File: config.mk
export PLATFORM = sky130hd
export DESIGN_NAME = pipeline_ctrl
export DESIGN_NICKNAME = d
export VERILOG_FILES = /design/src/rtl/pipeline_ctrl.sv
export SDC_FILE = /design/constraint.sdc
export NUM_CORES = 1
export LEC_CHECK = 0
export CELL_PAD_IN_SITES_DETAIL_PLACEMENT = 1
export CELL_PAD_IN_SITES_GLOBAL_PLACEMENT = 2
export CORE_ASPECT_RATIO = 1.5
export CORE_MARGIN = 10
export CORE_UTILIZATION = 27
export CTS_CLUSTER_DIAMETER = 120
export CTS_CLUSTER_SIZE = 8
export DETAILED_ROUTE_END_ITERATION = 10
export HOLD_SLACK_MARGIN = 0.15
export PLACE_DENSITY = 0.76
export SYNTH_ARGS = -nofsm -noshare
export SYNTH_HDL_FRONTEND = slang
export SYNTH_SLANG_ARGS = --single-unit
File: constraint.sdc
create_clock -name clk -period 2.4 [get_ports clk]
set_input_delay 0.24 -clock clk [delete_from_list [all_inputs] [get_ports clk]]
set_output_delay 0.24 -clock clk [all_outputs]
set_load 0.02 [all_outputs]
File: src/rtl/pipeline_ctrl.sv
// Pipeline staging and control: DEPTH-stage payload shift register with stall,
// flush, load-use bubble insertion, forwarding selects and perf counters.
module pipeline_ctrl #(
  parameter int WIDTH = 32,
  parameter int DEPTH = 3,
  parameter int AW    = 5,
  parameter int CW    = 32
) (
  input  logic                   clk,
  input  logic                   reset,
  input  logic                   in_valid,
  input  logic [WIDTH-1:0]       in_data,
  input  logic [AW-1:0]          in_dest,
  input  logic                   in_wr,
  input  logic                   in_load,
  input  logic [AW-1:0]          in_src_a,
  input  logic [AW-1:0]          in_src_b,
  input  logic                   stall_in,
  input  logic                   flush,
  output logic                   in_ready,
  output logic                   load_use_stall,
  output logic [DEPTH-1:0]       stage_valid,
  output logic [DEPTH*WIDTH-1:0] stage_data,
  output logic [DEPTH*AW-1:0]    stage_dest,
  output logic [3:0]             fwd_a_sel,
  output logic [3:0]             fwd_b_sel,
  output logic                   out_valid,
  output logic [WIDTH-1:0]       out_data,
  output logic [CW-1:0]          retire_cnt,
  output logic [CW-1:0]          bubble_cnt
);

  logic [DEPTH-1:0]            vld_pipe;
  logic [DEPTH-1:0]            wr;
  logic                        ld0;
  logic [DEPTH-1:0][WIDTH-1:0] dat;
  logic [DEPTH-1:0][AW-1:0]    dst;
  logic                        hazard;

  assign hazard = vld_pipe[0] & ld0 & wr[0] & (dst[0] != '0) & in_valid &
                  ((dst[0] == in_src_a) | (dst[0] == in_src_b));
  assign load_use_stall = hazard & ~flush & ~stall_in;
  assign in_ready       = ~reset & ~stall_in & (flush | ~hazard);

  always_ff @(posedge clk) begin
    if (reset) begin
      vld_pipe <= '0;
      wr       <= '0;
      ld0      <= 1'b0;
      dat      <= '0;
      dst      <= '0;
    end else begin
      // Stage 0: a flush kills it even under stall; a hazard turns it into a bubble.
      if (flush) begin
        vld_pipe[0] <= 1'b0;
        wr[0]       <= 1'b0;
        ld0         <= 1'b0;
      end else if (!stall_in) begin
        vld_pipe[0] <= in_valid & ~hazard;
        wr[0]       <= in_valid & in_wr & ~hazard;
        ld0         <= in_valid & in_load & ~hazard;
        dat[0]      <= in_data;
        dst[0]      <= in_dest;
      end
      // Older stages move whenever not stalled; the flushed stage-0 slot travels as a bubble.
      if (!stall_in) begin
        for (int k = 1; k < DEPTH; k++) begin
          vld_pipe[k] <= (k == 1) ? (vld_pipe[0] & ~flush) : vld_pipe[k-1];
          wr[k]       <= (k == 1) ? (wr[0] & ~flush)       : wr[k-1];
          dat[k]      <= dat[k-1];
          dst[k]      <= dst[k-1];
        end
      end
    end
  end

  always_ff @(posedge clk) begin
    if (reset) begin
      retire_cnt <= '0;
      bubble_cnt <= '0;
    end else begin
      if (vld_pipe[DEPTH-1] && !stall_in) retire_cnt <= retire_cnt + 1'b1;
      if (load_use_stall)                 bubble_cnt <= bubble_cnt + 1'b1;
    end
  end

  // Scan oldest to youngest so the youngest matching producer wins.
  function automatic logic [3:0] fwd_sel(input logic [AW-1:0] src);
    logic [3:0] sel;
    sel = '0;
    for (int k = DEPTH - 1; k >= 0; k--) begin
      if (vld_pipe[k] && wr[k] && (dst[k] != '0) && (dst[k] == src) && !(k == 0 && ld0))
        sel = 4'(k + 1);
    end
    return sel;
  endfunction

  always_comb begin
    fwd_a_sel = fwd_sel(in_src_a);
    fwd_b_sel = fwd_sel(in_src_b);
  end

  assign stage_valid = vld_pipe;
  assign stage_data  = dat;
  assign stage_dest  = dst;
  assign out_valid   = vld_pipe[DEPTH-1];
  assign out_data    = dat[DEPTH-1];

endmodule

==> impl_metrics.toml <==
[cells_and_area]
drive_above_1_share_pct = 13.7
area_growth_pct = 46.1
layout_commonest_cell = "clkdlybuf4s50_1"
final_cell_area_mm2 = 0.0122
seq_area_mm2 = 0.00365
layout_common_cells = "clkdlybuf4s50_1 (262), dfxtp_1 (179), nor2_1 (147), nand2_1 (103), mux2i_1 (78)"
fill_cells = 3551
final_nets = 1228
fin_cells = 1587
multi_input_area_mm2 = 0.00426
fin_util_pct = 40.1

[timing]
finalCritPeriodShare_pct = 97.8
skew_ps = 7.96
worst-slew-pin-transition_ps = 1050
fmax_ghz = 0.426
min_period_ps = 2350
rsz0062_at_grt = "yes"
hold_ws_ps = 189
slew_violations = 0
relSlewSlack_pct = 30.0
setup_viol = 0
fin_tns_setup_ps = 0
hold_violations = 0

[setup_path]
crit_type = "flop to primary output"
ff2ff_setup_slack_ps = 110
path_max_fanout = 4
critical_path.endpoint_type = "primary output"
setup.worst_path.start_class = "flop"
crit_arrival_ps = 2110
required_ps = 2160

[logic_synthesis]
synth_top_flop_cell = "dfxtp_1"
async_flop_share_pct = 0
syn_area_per_cell_um2 = 9.16
synth-seq-cells = 182
ys_types = 54
synth.area.top_cells = "dfxtp_1 (44%), mux2i_1 (9.3%), nor2_1 (6.6%)"
yosysWarnings = 0
yosys.area.top_type = "dfxtp_1"
syn-cell-area_mm2 = 0.00837
synth_top_area_share_pct = 43.5
synth-edff-count = 0
syn_inst = 913
ys_seq_area_share_pct = 43.5

[routing]
wl_um = 29500
post_drt_wl_per_cell_um = 18.6
drtAntennaViolNets = 0
drt_iter0_drc = 197
route.vias.total = 7281
first_pass_iters = 6
via_per_inst = 4.59
drc = 0

[status]
run_status = "finished clean"

[die]
io_pins = 275
fp-row-count = 78
initial_core_util_pct = 27.5
die-area_mm2 = 0.0386
coreArea_mm2 = 0.0304
die_x_um = 164
die_h_um = 236

[power]
ir_drop_uv = 468
powerDensity_mw_per_mm2 = 562
p_leak_nw = 4.59

[global_route]
grt_max_degree = 80
antenna_found_initial = 5
grt-ovfl-total = 0
grt_pass1_vias = 7754
grt_util_all_layers_pct = 15.0
grt_pass1_wl_um = 45300

[place]
hpwlAfterDp_um = 22000
gp_congestion = 0.779
dp_cells = 1549
io_buffers = 270
place_area_mm2 = 0.0115

[clock_network]
numCtsBuffers = 17
cts_tree = "done"
clock-sinks = 182
htree_levels = 4
clock_latency_ps = 450
clock-root-buffer = "clkbuf_16"
clock_path_buffers = 2
clkTransAtPathRegs_ps = 70

[run]
cap_violations = 0

[worst_hold_path]
hold_path_class = "input port to flop"
## registers in the layout, summed over array words and instances (netlist names)
signal / flops
out_data: 32
bubble_cnt: 32
wr: 3
retire_cnt: 32
ld0: 1
stage_data: 64
stage_dest: 15
stage_valid: 3
## timing repair
action,4_1_cts,5_1_grt
endpoints found under the setup margin,16,16
setup buffers,0,4
resized for setup,33,18
hold buffers,0,0
pin swaps,3,4
## Yosys cell counts, types with 7 or more instances
cell	number
nand3_1	22
nand4_1	19
nor2b_1	30
mux2_4	10
buf_4	39
nand2_1	103
a2111oi_2	7
and3_1	9
dfxtp_1	182
buf_1	8
clkbuf_1	31
xor2_1	33
buf_2	9
a21oi_1	46
mux2_1	7
xnor2_1	25
nor2_1	148
mux2i_1	78
mux2_2	14
a211oi_1	10
## report_power, final
part           total, mW  internal, mW  switching (mW)
sequential          3.11          3.07          0.0427
clock               3.11          1.82            1.30
combinational      0.640         0.289           0.350
total               6.87          5.18            1.69
## worst max-delay path: stages (launching register included)
cell and delay [ps]:
dfxtp_1 310, or3_1 360, o311a_1 320, buf_4 140
or2b_4 220, o21a_1 180, buf_6 140
## worst paths after layout
kind	startpoint	cells past startpoint	endpoint
worst max register to register	stage_dest[3]$_SDFFE_PP0P_	7	bubble_cnt[26]$_SDFFE_PP0P_
worst min register to register	stage_data[7]$_SDFFE_PP0P_	2	stage_data[7]$_SDFFE_PP0P_
worst min-delay path	reset	2	out_data[31]$_SDFFE_PP0N_
worst max-delay path	stage_dest[4]$_SDFFE_PP0P_	6	fwd_a_sel[1]
## per-stage QoR
step	worst slack [ps]	total power, mW
after global placement	-181	3.82
after CTS	-19.8	6.98
final	52.4	6.87
after global routing	-73.7	7.15
after detailed placement	-218	3.83
after floorplan	165	3.51
## final cells by class
cell class | instances | area share, %
multi-input cells | 637 | 34.8
flip-flops and latches | 182 | 29.8
repair buffers | 328 | 25.7
well taps | 400 | 4.09
clock buffers | 19 | 3.71
clock inverters | 13 | 1.58
inverters | 6 | 0.184
diodes | 2 | 0.0409
## kinds of logic (layout without fill, tap and decap cells)
logic type,Yosys count,after routing,synth area share (%)
simple gates,374,374,21.3
flops,182,182,43.5
mux,109,109,14.0
buf+inv,97,366,6.80
compound gates,90,90,7.96
xor+xnor,58,58,6.07
fa+ha+maj,2,2,0.299
other cells,1,6,0.0448
## per-layer routing
| layer | GRT usage, % | vias to the layer above | routed length, um |
|---|---|---|---|
| li1 | - | 3563 | - |
| met1 | 14.7 | 3522 | 10900 |
| met2 | 27.8 | 154 | 16100 |
| met3 | 5.12 | 36 | 1910 |
| met4 | 5.52 | 6 | 622 |
| met5 | 0 | - | 38 |
No activity file was read; power rests on OpenSTA's default activity.
